### config.mk
export PLATFORM = sky130hd
export DESIGN_NAME = uart_rx_ctrl
export DESIGN_NICKNAME = d
export VERILOG_FILES = /design/src/rtl/uart_rx_pkg.sv /design/src/rtl/uart_rx_ctrl_edge_bit_counter.sv /design/src/rtl/uart_rx_ctrl.sv
export SDC_FILE = /design/constraint.sdc
export NUM_CORES = 1
export LEC_CHECK = 0
export ABC_AREA = 1
export CAP_MARGIN = 20
export CORE_MARGIN = 4
export CORE_UTILIZATION = 38
export CTS_BUF_LIST = sky130_fd_sc_hd__clkbuf_4 sky130_fd_sc_hd__clkbuf_8
export DETAILED_ROUTE_END_ITERATION = 8
export GPL_TIMING_DRIVEN = 0
export SLEW_MARGIN = 20
export SYNTH_ARGS = -nofsm -noshare
export SYNTH_HDL_FRONTEND = slang
export SYNTH_SLANG_ARGS = --single-unit
### constraint.sdc
create_clock -name clk -period 2.24 [get_ports clk]
set_input_delay 0.448 -clock clk [delete_from_list [all_inputs] [get_ports clk]]
set_output_delay 0.448 -clock clk [all_outputs]
set_load 0.05 [all_outputs]
### src/rtl/uart_rx_pkg.sv
// Shared types and constants for the UART receive controller.
// The optional parity path is enabled by defining UART_RX_PARITY_EN.
package uart_rx_pkg;

    // Frame sequencing states, 3-bit encoding.
    typedef enum logic [2:0] {
        IDLE   = 3'd0,
        START  = 3'd1,
        DATA   = 3'd2,
        PARITY = 3'd3,
        STOP   = 3'd4
    } rx_state_t;

    // Oversampling ratios the receiver accepts.
    localparam logic [5:0] PRS_8  = 6'd8;
    localparam logic [5:0] PRS_16 = 6'd16;
    localparam logic [5:0] PRS_32 = 6'd32;

    // True when the prescale value is one of the supported ratios.
    function automatic logic prs_legal(input logic [5:0] prs);
        return (prs == PRS_8) || (prs == PRS_16) || (prs == PRS_32);
    endfunction

endpackage

### src/rtl/uart_rx_ctrl_edge_bit_counter.sv
// Oversample edge counter and frame bit counter for uart_rx_ctrl.
// Both counters sit at zero while idle. While running, the edge index wraps
// at prescale-1 and each wrap advances the bit index. Module: edge_bit_counter.
module edge_bit_counter (
    input  logic       clk,
    input  logic       rst_n,
    input  logic       i_run,
    input  logic       i_clear,
    input  logic [5:0] i_prs,
    output logic [4:0] o_edge_cnt,
    output logic [3:0] o_bit_cnt,
    output logic       o_bit_end
);

    logic [4:0] r_edge_cnt;
    logic [3:0] r_bit_cnt;

    // Last oversample edge of the current bit.
    assign o_bit_end  = i_run && ({1'b0, r_edge_cnt} == (i_prs - 6'd1));
    assign o_edge_cnt = r_edge_cnt;
    assign o_bit_cnt  = r_bit_cnt;

    // Advance edge/bit indices while a frame is in progress, otherwise park at zero.
    always_ff @(posedge clk or negedge rst_n) begin
        if (!rst_n) begin
            r_edge_cnt <= '0;
            r_bit_cnt  <= '0;
        end else if (!i_run || i_clear) begin
            r_edge_cnt <= '0;
            r_bit_cnt  <= '0;
        end else if (o_bit_end) begin
            r_edge_cnt <= '0;
            r_bit_cnt  <= r_bit_cnt + 4'd1;
        end else begin
            r_edge_cnt <= r_edge_cnt + 5'd1;
        end
    end

endmodule

### src/rtl/uart_rx_ctrl.sv
// UART receive controller: sequences start, data, optional parity and stop
// bits from the sampler's majority-voted bit, assembles the word LSB-first
// and flags parity/stop errors. Parity support is built only when the macro
// UART_RX_PARITY_EN is defined; otherwise par_en/par_typ are ignored and
// par_err is tied low.
module uart_rx_ctrl
    import uart_rx_pkg::*;
#(
    parameter int DATA_WIDTH = 8
) (
    input  logic                  clk,
    input  logic                  rst_n,
    input  logic                  rx_in,
    input  logic [5:0]            prescale,
    input  logic                  par_en,
    input  logic                  par_typ,
    input  logic                  sampled_bit,
    output logic                  dat_samp_en,
    output logic [4:0]            edge_cnt,
    output logic [3:0]            bit_cnt,
    output logic [DATA_WIDTH-1:0] p_data,
    output logic                  data_valid,
    output logic                  par_err,
    output logic                  stp_err
);

    // Bit index of the final data bit (start bit is index 0).
    localparam logic [3:0] LAST_DATA_BIT = 4'(DATA_WIDTH);

    rx_state_t             r_state;
    logic [5:0]            r_prs_q;
    logic                  r_samp_en;
    logic [DATA_WIDTH-1:0] r_p_data;
    logic                  r_valid;
    logic                  r_stp_err;

    logic [4:0]            w_edge_cnt;
    logic [3:0]            w_bit_cnt;
    logic                  w_bit_end;
    logic                  w_run;
    logic                  w_clear;

    // Counters run in every non-idle state and are cleared on the cycle that
    // returns to IDLE so they already read zero in the IDLE cycle.
    assign w_run   = (r_state != IDLE);
    assign w_clear = w_bit_end && (((r_state == START) && sampled_bit) || (r_state == STOP));

    edge_bit_counter u_edge_bit_counter (
        .clk        (clk),
        .rst_n      (rst_n),
        .i_run      (w_run),
        .i_clear    (w_clear),
        .i_prs      (r_prs_q),
        .o_edge_cnt (w_edge_cnt),
        .o_bit_cnt  (w_bit_cnt),
        .o_bit_end  (w_bit_end)
    );

`ifdef UART_RX_PARITY_EN
    logic r_par_err;
    logic r_par_en_q;
    logic r_par_typ_q;

    // Frame sequencer with registered outputs (parity-capable build).
    always_ff @(posedge clk or negedge rst_n) begin
        if (!rst_n) begin
            r_state     <= IDLE;
            r_prs_q     <= PRS_8;
            r_samp_en   <= 1'b0;
            r_p_data    <= '0;
            r_valid     <= 1'b0;
            r_stp_err   <= 1'b0;
            r_par_err   <= 1'b0;
            r_par_en_q  <= 1'b0;
            r_par_typ_q <= 1'b0;
        end else begin
            r_valid <= 1'b0;
            case (r_state)
                IDLE: begin
                    if (!rx_in && prs_legal(prescale)) begin
                        r_state   <= START;
                        r_prs_q   <= prescale;
                        r_samp_en <= 1'b1;
                        r_stp_err <= 1'b0;
                        r_par_err <= 1'b0;
                    end
                end
                START: begin
                    if (w_bit_end) begin
                        if (!sampled_bit) begin
                            r_state     <= DATA;
                            r_par_en_q  <= par_en;
                            r_par_typ_q <= par_typ;
                        end else begin
                            r_state   <= IDLE;
                            r_samp_en <= 1'b0;
                        end
                    end
                end
                DATA: begin
                    if (w_bit_end) begin
                        r_p_data <= {sampled_bit, r_p_data[DATA_WIDTH-1:1]};
                        if (w_bit_cnt == LAST_DATA_BIT) begin
                            r_state <= r_par_en_q ? PARITY : STOP;
                        end
                    end
                end
                PARITY: begin
                    if (w_bit_end) begin
                        r_par_err <= sampled_bit ^ (^r_p_data) ^ r_par_typ_q;
                        r_state   <= STOP;
                    end
                end
                STOP: begin
                    if (w_bit_end) begin
                        r_stp_err <= ~sampled_bit;
                        r_valid   <= sampled_bit && !r_par_err;
                        r_state   <= IDLE;
                        r_samp_en <= 1'b0;
                    end
                end
                default: begin
                    r_state   <= IDLE;
                    r_samp_en <= 1'b0;
                end
            endcase
        end
    end

    assign par_err = r_par_err;
`else
    // Parity configuration inputs have no effect in this build.
    logic w_unused_cfg;
    assign w_unused_cfg = par_en ^ par_typ;

    // Frame sequencer with registered outputs (no-parity build).
    always_ff @(posedge clk or negedge rst_n) begin
        if (!rst_n) begin
            r_state   <= IDLE;
            r_prs_q   <= PRS_8;
            r_samp_en <= 1'b0;
            r_p_data  <= '0;
            r_valid   <= 1'b0;
            r_stp_err <= 1'b0;
        end else begin
            r_valid <= 1'b0;
            case (r_state)
                IDLE: begin
                    if (!rx_in && prs_legal(prescale)) begin
                        r_state   <= START;
                        r_prs_q   <= prescale;
                        r_samp_en <= 1'b1;
                        r_stp_err <= 1'b0;
                    end
                end
                START: begin
                    if (w_bit_end) begin
                        if (!sampled_bit) begin
                            r_state <= DATA;
                        end else begin
                            r_state   <= IDLE;
                            r_samp_en <= 1'b0;
                        end
                    end
                end
                DATA: begin
                    if (w_bit_end) begin
                        r_p_data <= {sampled_bit, r_p_data[DATA_WIDTH-1:1]};
                        if (w_bit_cnt == LAST_DATA_BIT) begin
                            r_state <= STOP;
                        end
                    end
                end
                STOP: begin
                    if (w_bit_end) begin
                        r_stp_err <= ~sampled_bit;
                        r_valid   <= sampled_bit;
                        r_state   <= IDLE;
                        r_samp_en <= 1'b0;
                    end
                end
                default: begin
                    r_state   <= IDLE;
                    r_samp_en <= 1'b0;
                end
            endcase
        end
    end

    assign par_err = 1'b0;
`endif

    assign dat_samp_en = r_samp_en;
    assign edge_cnt    = w_edge_cnt;
    assign bit_cnt     = w_bit_cnt;
    assign p_data      = r_p_data;
    assign data_valid  = r_valid;
    assign stp_err     = r_stp_err;

endmodule

==> impl_results.md, run 1 <==
- Final WL: 3300 um
- CTS tree: done
- CTS max path bufs: 2
- Core area: 4030 um2
- Ordered list of cells on the worst path: clkdlybuf4s50_1
- Pleak: 1.07 nW
- Via count: 1367
- 1st-iter DRT viols: between 70 and 80
- Final instance area: ~2000 um2
- Startpoint types: register
- Setup tns final: 0 ps
- CTS H-tree depth: 2
- DR top layer: met4
- Worst Hold Class: in2async
- Slowest CP cell: clkdlybuf4s50_1
- I/O Buffers: 29
- Final setup fails: 0
- Dominant register cell in the synthesized netlist: dfrtp_1
- Yosys reg bits: 29
- Sequential fraction of design power: 37.1%
- Post-route DRC: 0
- Post-layout minimum cycle time: 1980 ps
- Antenna-violating nets left: 0
- Slew Limit Headroom: 56.9%
- Power per Cell Area: 877 nW/um2
- Via density: 4.63
- Area Growth Syn to Fin: 27.8%
- Die Area: ~5300 um2
- Clock Power Share: 24.0%
- Wl on met1: around 1600 um
- Ant diodes: 0
- Nets: 260
- Fin util: 50.7%
- Syn nets: around 220
- Routability cong.: 0.808
- Total net switching power: 0.733 mW
- Number of max-cap violations: 0
- Global-route wire length before repair: 5660 um
- DRT Pass-1 Iters: 4
- Routed WL per cell: 11.2 um
- Warnings, synthesis: 0
- Die Height: 72.8 um
- Post-synth EDFFs: 0
- Sw Ratio: 40.9%
- Fin. Hold Viols: 0
- Initial core utilization: 39.6%
- Arrival time at the worst endpoint: 1530 ps
- Period utilization: between 80 and 90%
- RSZ-0062 raised after global routing: no
- Met2 WL: 1550 um
- Initial antenna violation count: 0
- Gr usage total: 14.0%
- Largest net degree at the start of global routing: 30
- Overall Power: roughly 1.8 mW
- Worst Tran Pin Value: 646 ps
- Vias in the first global route: 1296
- CP peak stage delay: slightly above 800 ps
- HPWL Detailed: 2470 um
- Combinational power share: 39.0%
- Worst-Skew Late Latency: 280 ps
- Die width: roughly 73 um
- GR Overflow Total: 0
- Row Count: 23
- Metal3 WL: 123 um
- Post-Syn Area: 1600 um2
- Post-synth cell types: 27
- Crit Path Class: reg2out
- Clock Sinks: 29
- Status: finished clean
- Area post-placement: 1940 um2
- CP Max Fanout: 5
- Crit-path leading delay family: buffers and inverters
- I/O Pins: 33
- Buf/Inv on CP: 1
- Worst EP required: 1790 ps
- Setup Skew: around 7.6 ps
- Root Driver: clkbuf_8
- Cts bufs inserted: 5
- Synthesized instance count: 208
- Sequential element share of the synthesized area: 45.5%
- Worst-path clk slew: 70 ps
- Power Internal: approximately 1.1 mW
- Fmax: 504 MHz
- Peak supply drop: 435 uV
- Max Transition Viols Final: 0
- Endpoint class of the critical path: output pin
- Mean post-synth cell area: roughly 7.7 um2
- Share of layout cells above drive strength 1: 13.1%
- Synth async-reset ratio: 100%
==> power groups by stage <==
stage	sequential (mW)	clock (mW)	combinational, mW
floorplan	0.754	0	0.410
global placement	0.671	0	0.680
finish	0.663	0.429	0.697
CTS	0.663	0.447	0.684
detailed placement	0.672	0	0.681
global route	0.672	0.474	0.796
==> metal layers <==
layer | track usage, % | vias to the layer above
li1 | - | 720
met1 | 18.4 | 620
met2 | 21.3 | 22
met3 | 4.68 | 5
met4 | 5.53 | 0
met5 | 0 | -
==> cell usage after synthesis (2+ instances only) <==
library cell  number  share of area, %
o21ai_0            8               2.5
o21ai_2            4               2.2
nand2_4            2               1.4
nor2_1            18               4.2
inv_2              3              0.71
nor2_2             3               1.2
nand4_1            5               2.0
nor3_1             4               1.3
nand2_1           51                12
ha_1               4               3.1
nand3_1           19               6.0
inv_1             39               9.2
xor2_1             3               1.6
dfrtp_1           28                44
a21oi_2            5               2.7
==> cell type report <==
class | instances | area, um2
repair buffers | 29 | 285
fillers | 430 | 1990
well taps | 50 | 62.6
multi-input cells | 134 | 699
flip-flops and latches | 29 | 727
clock inverters | 2 | 10.0
plain buffers | 3 | 22.5
clock buffers | 6 | 76.3
inverters | 42 | 158
==> cells in the final DEF (no fill, tap or decap), types with 2 or more instances in the layout <==
master	count
nand3_1	19
nand2_4	2
o21ai_2	4
dfrtp_1	28
ha_1	4
inv_2	3
nor2_2	4
nor3_1	4
inv_1	39
xor2_1	3
a21oi_2	4
nand2_1	51
clkbuf_8	5
clkinv_2	2
nor2_1	17
nand4_1	5
clkdlybuf4s50_1	28
o21ai_0	8
==> cells by family (layout without fill, tap and decap cells) <==
kind of cell / after synthesis / in the layout / synth area share, %
simple gates: 106 / 106 / 29.6
other cells: 1 / 1 / 0.235
flops: 29 / 29 / 45.5
compound gates: 20 / 20 / 8.54
buf+inv: 45 / 82 / 11.3
fa+ha+maj: 4 / 4 / 3.13
xor+xnor: 3 / 3 / 1.65
==> registers in the layout, indices dropped and copies added (netlist names) <==
name                           cells
r_prs_q                            6
u_edge_bit_counter.o_bit_cnt       4
dat_samp_en                        1
u_edge_bit_counter.o_edge_cnt      5
data_valid                         1
stp_err                            1
p_data                             8
r_state                            3
==> worst paths after layout <==
| path | startpoint | endpoint | slack [ps] | cells after the start |
|---|---|---|---|---|
| min in group clk | dat_samp_en$_DFFE_PN0P_ | dat_samp_en$_DFFE_PN0P_ | 470 | 2 |
| min | rst_n | u_edge_bit_counter.o_edge_cnt[2]$_DFF_PN0_ | 190 | 1 |
| max | u_edge_bit_counter.o_edge_cnt[1]$_DFF_PN0_ | edge_cnt[1] | 260 | 1 |
| min reg2reg | dat_samp_en$_DFFE_PN0P_ | dat_samp_en$_DFFE_PN0P_ | 470 | 2 |
| max in group asynchronous | rst_n | u_edge_bit_counter.o_bit_cnt[3]$_DFFE_PN0P_ | 1630 | 1 |
| max reg2reg | r_prs_q[0]$_DFFE_PN0P_ | p_data[7]$_DFFE_PN0P_ | 310 | 13 |
==> metrics by stage <==
stage / std cells / hold slack [ps] / setup WS [ps]
finish: 295 / 185 / 257
CTS: 295 / 210 / 234
global route: 295 / 237 / 70.6
floorplan: 208 / 152 / 457
global placement: 287 / 463 / 193
detailed placement: 287 / 460 / 215
==> timing repair <==
item,in CTS,in global routing
hold endpoints to repair,0,0
hold buffers,0,0
setup buffers,0,0
endpoints found under the setup margin,0,1
gates resized for setup,0,2
(Power assumes the default switching activity.)
==> run 2: changes to the inputs <==
CAP_MARGIN = unset   (was 20)
==> results of run 2 <==
Same layout as run 1: the final DEF is identical, and so are final timing and power.
